==> src/rtl/wbm_pkg.sv <==
// Shared types for the Wishbone classic initiator: FSM state encoding,
// default bus widths and the command record used by command sources.
package wbm_pkg;

  localparam int WBM_ADDR_W = 8;
  localparam int WBM_DATA_W = 32;

  typedef enum logic [1:0] {
    ST_IDLE   = 2'd0,
    ST_STROBE = 2'd1,
    ST_RESP   = 2'd2,
    ST_GAP    = 2'd3
  } wbm_state_e;

  typedef struct packed {
    logic                    we;
    logic [WBM_ADDR_W-1:0]   addr;
    logic [WBM_DATA_W-1:0]   wdata;
    logic [WBM_DATA_W/8-1:0] sel;
  } wbm_cmd_t;

endpackage

==> src/rtl/wbm_timeout_timer.sv <==
// Loadable up-counter with clear/enable and a terminal-count flag.
// Priority: clr, then load, then en. tc is high while count equals limit.
module wbm_timeout_timer #(
  parameter int W = 8
) (
  input  logic         clk,
  input  logic         rst_n,
  input  logic         clr,
  input  logic         load,
  input  logic [W-1:0] load_val,
  input  logic         en,
  input  logic [W-1:0] limit,
  output logic         tc
);

  logic [W-1:0] count;

  // Counter register: clear beats load beats increment.
  always_ff @(posedge clk) begin
    if (!rst_n) begin
      count <= '0;
    end else if (clr) begin
      count <= '0;
    end else if (load) begin
      count <= load_val;
    end else if (en) begin
      count <= count + 1'b1;
    end
  end

  assign tc = (count == limit);

endmodule

==> src/rtl/wb_master_seq.sv <==
// Single-outstanding Wishbone classic initiator. Accepts one command on a
// valid/ready stream, runs one bus transaction with a timeout guard and
// returns read data or an error on a valid/ready response stream.
// Optional macro WBM_RETRY_EN: the first timeout of a command re-strobes it
// once after a one-cycle gap; only the second timeout reports an error.
//
// Handshake rule (both streams): a transfer happens on the rising edge of clk
// where valid and ready are both 1; valid, once raised, holds its payload
// stable until that edge.
module wb_master_seq
  import wbm_pkg::*;
#(
  parameter int ADDR_W         = WBM_ADDR_W,
  parameter int DATA_W         = WBM_DATA_W,
  parameter int TIMEOUT_CYCLES = 255,
  parameter int ERRCNT_W       = 8
) (
  input  logic                clk,
  input  logic                rst_n,
  input  logic                cmd_valid,
  output logic                cmd_ready,
  input  logic                cmd_we,
  input  logic [ADDR_W-1:0]   cmd_addr,
  input  logic [DATA_W-1:0]   cmd_wdata,
  input  logic [DATA_W/8-1:0] cmd_sel,
  output logic                rsp_valid,
  input  logic                rsp_ready,
  output logic [DATA_W-1:0]   rsp_rdata,
  output logic                rsp_err,
  output logic [ADDR_W-1:0]   wb_addr,
  output logic [DATA_W-1:0]   wb_dat_o,
  input  logic [DATA_W-1:0]   wb_dat_i,
  output logic                wb_we,
  output logic [DATA_W/8-1:0] wb_sel,
  output logic                wb_stb,
  input  logic                wb_ack,
  output logic                busy,
  output logic [ERRCNT_W-1:0] err_count,
  output wbm_state_e          dbg_state
);

  // The strobe timer counts completed strobe cycles; the timeout fires on the
  // edge that ends strobe cycle TIMEOUT_CYCLES, i.e. when count == TIMEOUT-1.
  localparam int TO_W = (TIMEOUT_CYCLES < 2) ? 1 : $clog2(TIMEOUT_CYCLES);
  localparam bit TO_EN = (TIMEOUT_CYCLES > 0);
  localparam logic [TO_W-1:0] TO_LIMIT =
    (TIMEOUT_CYCLES > 0) ? TO_W'(TIMEOUT_CYCLES - 1) : '0;

  wbm_state_e state;

  logic accept;
  logic to_load;
  logic to_clr;
  logic to_en;
  logic to_tc;
  logic timed_out;

  assign accept    = (state == ST_IDLE) && cmd_valid && cmd_ready;
  assign to_en     = TO_EN && (state == ST_STROBE);
  assign timed_out = TO_EN && (state == ST_STROBE) && to_tc;

`ifdef WBM_RETRY_EN
  logic retry_gap;
  logic retry_tc;

  // A re-strobe out of GAP starts a fresh timeout window.
  assign to_load = accept || ((state == ST_GAP) && retry_gap);

  // Attempt counter: reaches its terminal value once the single retry is spent.
  wbm_timeout_timer #(
    .W (1)
  ) u_retry_cnt (
    .clk      (clk),
    .rst_n    (rst_n),
    .clr      (1'b0),
    .load     (accept),
    .load_val (1'b0),
    .en       (timed_out && !retry_tc),
    .limit    (1'b1),
    .tc       (retry_tc)
  );
`else
  assign to_load = accept;
`endif

  // Keep the strobe timer parked at zero whenever no strobe is running.
  assign to_clr = (state != ST_STROBE) && !to_load;

  wbm_timeout_timer #(
    .W (TO_W)
  ) u_to_timer (
    .clk      (clk),
    .rst_n    (rst_n),
    .clr      (to_clr),
    .load     (to_load),
    .load_val ('0),
    .en       (to_en),
    .limit    (TO_LIMIT),
    .tc       (to_tc)
  );

  // Main sequencer: all handshake and bus outputs are registered here.
  always_ff @(posedge clk) begin
    if (!rst_n) begin
      state     <= ST_IDLE;
      cmd_ready <= 1'b0;
      rsp_valid <= 1'b0;
      rsp_rdata <= '0;
      rsp_err   <= 1'b0;
      wb_addr   <= '0;
      wb_dat_o  <= '0;
      wb_we     <= 1'b0;
      wb_sel    <= '0;
      wb_stb    <= 1'b0;
      err_count <= '0;
`ifdef WBM_RETRY_EN
      retry_gap <= 1'b0;
`endif
    end else begin
      case (state)
        ST_IDLE: begin
          cmd_ready <= 1'b1;
          if (accept) begin
            cmd_ready <= 1'b0;
            wb_stb    <= 1'b1;
            wb_addr   <= cmd_addr;
            wb_we     <= cmd_we;
            wb_sel    <= cmd_sel;
            wb_dat_o  <= cmd_we ? cmd_wdata : '0;
            state     <= ST_STROBE;
          end
        end

        ST_STROBE: begin
          // Ack is checked first so an ack on the terminal cycle wins.
          if (wb_ack) begin
            wb_stb    <= 1'b0;
            rsp_rdata <= wb_we ? '0 : wb_dat_i;
            rsp_err   <= 1'b0;
            rsp_valid <= 1'b1;
            state     <= ST_RESP;
          end else if (timed_out) begin
            wb_stb <= 1'b0;
            if (err_count != '1) begin
              err_count <= err_count + 1'b1;
            end
`ifdef WBM_RETRY_EN
            if (!retry_tc) begin
              retry_gap <= 1'b1;
              state     <= ST_GAP;
            end else begin
              rsp_rdata <= '0;
              rsp_err   <= 1'b1;
              rsp_valid <= 1'b1;
              state     <= ST_RESP;
            end
`else
            rsp_rdata <= '0;
            rsp_err   <= 1'b1;
            rsp_valid <= 1'b1;
            state     <= ST_RESP;
`endif
          end
        end

        ST_RESP: begin
          if (rsp_ready) begin
            rsp_valid <= 1'b0;
            state     <= ST_GAP;
          end
        end

        ST_GAP: begin
`ifdef WBM_RETRY_EN
          if (retry_gap) begin
            retry_gap <= 1'b0;
            wb_stb    <= 1'b1;
            state     <= ST_STROBE;
          end else begin
            cmd_ready <= 1'b1;
            state     <= ST_IDLE;
          end
`else
          cmd_ready <= 1'b1;
          state     <= ST_IDLE;
`endif
        end

        default: begin
          state <= ST_IDLE;
        end
      endcase
    end
  end

  assign busy      = (state != ST_IDLE);
  assign dbg_state = state;

endmodule

==> config.mk <==
export PLATFORM = sky130hd
export DESIGN_NAME = wb_master_seq
export DESIGN_NICKNAME = d
export VERILOG_FILES = /design/src/rtl/wbm_pkg.sv /design/src/rtl/wbm_timeout_timer.sv /design/src/rtl/wb_master_seq.sv
export SDC_FILE = /design/constraint.sdc
export NUM_CORES = 1
export LEC_CHECK = 0
export ABC_AREA = 1
export BUFFER_PORTS_ARGS = -buffer_cell sky130_fd_sc_hd__buf_2
export CAP_MARGIN = 20
export CORE_MARGIN = 4
export CORE_UTILIZATION = 30
export CTS_CLUSTER_SIZE = 28
export DETAILED_ROUTE_END_ITERATION = 12
export GPL_TIMING_DRIVEN = 0
export SYNTH_ARGS = -nofsm -noshare
export SYNTH_HDL_FRONTEND = slang
export SYNTH_SLANG_ARGS = --single-unit
==> constraint.sdc <==
create_clock -name clk -period 1.83 [get_ports clk]
set_input_delay 0.0915 -clock clk [delete_from_list [all_inputs] [get_ports clk]]
set_output_delay 0.0915 -clock clk [all_outputs]
set_load 0.005 [all_outputs]
==> impl_metrics.py <==
metrics = {
    "outcome": {
        "outcome": "finished, final reports clean",
    },
    "power": {
        "powerDensity_mw_per_mm2": 1070,
        "ir_worst_vdd_mv": 0.555,
        "p_leak_nw": 2.87,
        "power_mw": 6.53,
    },
    "sta": {
        "relSlewSlack_pct": 62.8,
        "fin_skew_ns": 0.00697,
        "worstMarginPinSlew_ns": 0.558,
        "whs_ns": 0.0200,
        "drv_slew": 0,
        "setup_viol": 0,
        "fmaxAchievable_mhz": 599,
        "period_needed_ns": 1.67,
        "setup_ws_ns": 0.160,
        "post-route-period-util_pct": 91.3,
        "hold_viol_final": 0,
    },
    "hold_path": {
        "hold_path.class": "primary input to flop",
        "hold_start": "cmd_wdata[6]",
    },
    "yosys": {
        "netlist_area_mm2": 0.00406,
        "synth_nets": 665,
        "avgSynthCellArea_um2": 7.05,
        "synth_seq_cells": 99,
        "syn_inst": 575,
        "synth_warnings": 0,
        "seq_area_frac_synth_pct": 48.9,
        "synth.distinct_cells": 23,
    },
    "cells_and_area": {
        "areaGrowthSynthToFinish_pct": 50.1,
        "antennaDiodeCount": 0,
        "final_cells": 993,
        "layout_common_cells": "nand2_1 (204), buf_2 (174), nor2_1 (115), dfxtp_1 (97), a21oi_1 (46)",
        "final_common_cell": "nand2_1",
        "drive_gt1_share_pct": 27.9,
        "finalNetCount": 902,
    },
    "routing": {
        "drt_iter0_drc": 156,
        "routed_wl_um": 12500,
        "via_per_inst": 4.37,
        "num_vias": 4337,
        "drc_errors": 0,
        "drt_first_pass_iters": 4,
        "ant_nets": 0,
        "wl_per_cell_um": 12.6,
    },
    "global_routing": {
        "grt_max_degree": 15,
        "antenna_found_initial": 1,
        "track_usage_pct": 16.1,
        "grt_pass1_wl_um": 20700,
        "grt_pass1_vias": 4222,
        "grt-ovfl-total": 0,
    },
    "placement": {
        "gp_congestion": 0.781,
        "dp_hpwl_um": 8820,
        "portBuffers": 172,
        "dpl.cell_count": 923,
        "dpl_worst_slack_ns": -0.358,
    },
    "setup_path": {
        "crit_start": "dbg_state[1]",
        "crit_fanout": 7,
        "path_cells": "inv_4, ha_4, nand2_1, nor2_2, nand2_1, nand2_1, nand2_2, inv_4, buf_8, clkbuf_16, nand2_1, nand2_1, nor2_1",
        "path_class": "flop to flop",
        "max_stage_delay_ns": 0.37,
        "cp-start-kind": "flop",
        "crit_path_end_kind": "flop",
        "required_ns": 2.07,
        "slowest_stage": "dfxtp_4",
        "cpMostUsedCell": "nand2_1",
        "cp.arrival_ns": 1.91,
        "r2r-start": "dbg_state[1]",
    },
    "clocking": {
        "cts_tree": "yes",
        "cts_root_buf": "clkbuf_16",
        "cts_buffer_depth": 2,
        "numClockSinks": 99,
        "clk_pin_slew_ns": 0.07,
        "clk_latency_ns": 0.35,
        "cts-buffers-inserted": 9,
        "cts_max_level": 3,
    },
    "floorplanning": {
        "design.core.area_mm2": 0.0132,
        "die_area_mm2": 0.0154,
        "die_w_um": 124,
        "ios": 174,
        "chipHeight_um": 124,
        "fp-row-count": 42,
        "start_util_pct": 30.6,
    },
    "flow_run": {
        "cap_violations": 0,
    },
}
-- path summary, 6_finish.rpt --
| path | endpoint | slack [ns] | cells after the start |
|---|---|---|---|
| worst max-delay path | rsp_rdata[22] | 0.16 | 13 |
| worst min-delay path | wb_dat_o[6] | 0.02 | 3 |
| worst max register to register | rsp_rdata[22] | 0.16 | 13 |
| worst min register to register | rsp_valid | 0.46 | 2 |
-- kinds of logic (layout without fill, tap and decap cells) --
family	Yosys count	in the layout	share of synthesized area (%)
AND/OR/NAND/NOR	349	349	33.5
flip-flops	99	99	48.9
AO/OA/AOI/OAI	63	63	7.93
buffers and inverters	50	292	5.89
adder cells (fa/ha/maj)	8	8	2.47
XOR/XNOR	6	6	1.30
-- per-stage QoR --
stage               utilization (%)  instance area (um^2)  setup TNS [ns]
floorplan                         -                  4060               0
global placement               38.8                  5140          -14.50
detailed placement             38.8                  5140          -16.78
CTS                            44.5                  5900          -0.318
global route                   46.0                  6090         -0.0437
finish                         46.0                  6090               0
-- worst max-delay path: cells and delay by family (launching register included) --
| family | cells | cell delay, ns |
|---|---|---|
| simple gates | 8 | 0.58 |
| buf+inv | 4 | 0.43 |
| flops | 1 | 0.37 |
| fa+ha+maj | 1 | 0.17 |
-- state kept, by name (all words and copies together), names as in the netlist, 2 cells and up --
signal and count:
err_count 8, u_to_timer.count 8, rsp_rdata 32, wb_addr 8, dbg_state 2, wb_sel 4, wb_dat_o 32
-- power breakdown --
part | leakage, nW | internal (mW) | switching [mW]
sequential | 0.805 | 2.49 | 0.182
combinational | 1.92 | 0.893 | 0.993
clock | 0.150 | 1.17 | 0.798
total | 2.87 | 4.55 | 1.97
-- synthesized netlist by cell type, drive strengths merged --
cell type,instances,share of area [%]
nand3,16,2.0
nand2,205,19
xnor2,3,0.65
o21ai,15,1.9
nor3,3,0.37
o21bai,1,0.19
inv,21,1.9
nor2,120,11
ha,8,2.5
nand4,2,0.31
a21oi,46,5.7
xor2,3,0.65
clkbuf,14,1.3
a2111oi,1,0.22
or2,2,0.31
dfxtp,99,49
buf,15,2.7
nand3b,1,0.19
-- routing by layer --
layer / track usage, % / up-vias / routed length [um] / share of wire (%)
li1: - / 2258 / - / -
met1: 19.3 / 1904 / 5510 / 44
met2: 25.5 / 157 / 5610 / 45
met3: 7.98 / 16 / 1160 / 9.3
met4: 4.51 / 2 / 177 / 1.4
met5: 0 / - / 12 / 0.096
-- cell type report --
type,count,area [um^2]
inverter,21,83.8
timing repair buffer,227,1430
buffer,28,194
fill,1387,7150
tap,176,220
clock inverter,1,30.0
multi-input combinational,426,1860
clock buffer,15,278
sequential,99,1990
-- repair_timing --
item | in CTS | in global routing
pin swaps | 0 | 3
gates cloned | 0 | 3
buffers inserted | 0 | 9
hold buffers | 43 | 0
resized for setup | 10 | 24
endpoints found under the setup margin | 87 | 81
endpoints found under the hold margin | 43 | 0
(Power assumes the default switching activity.)
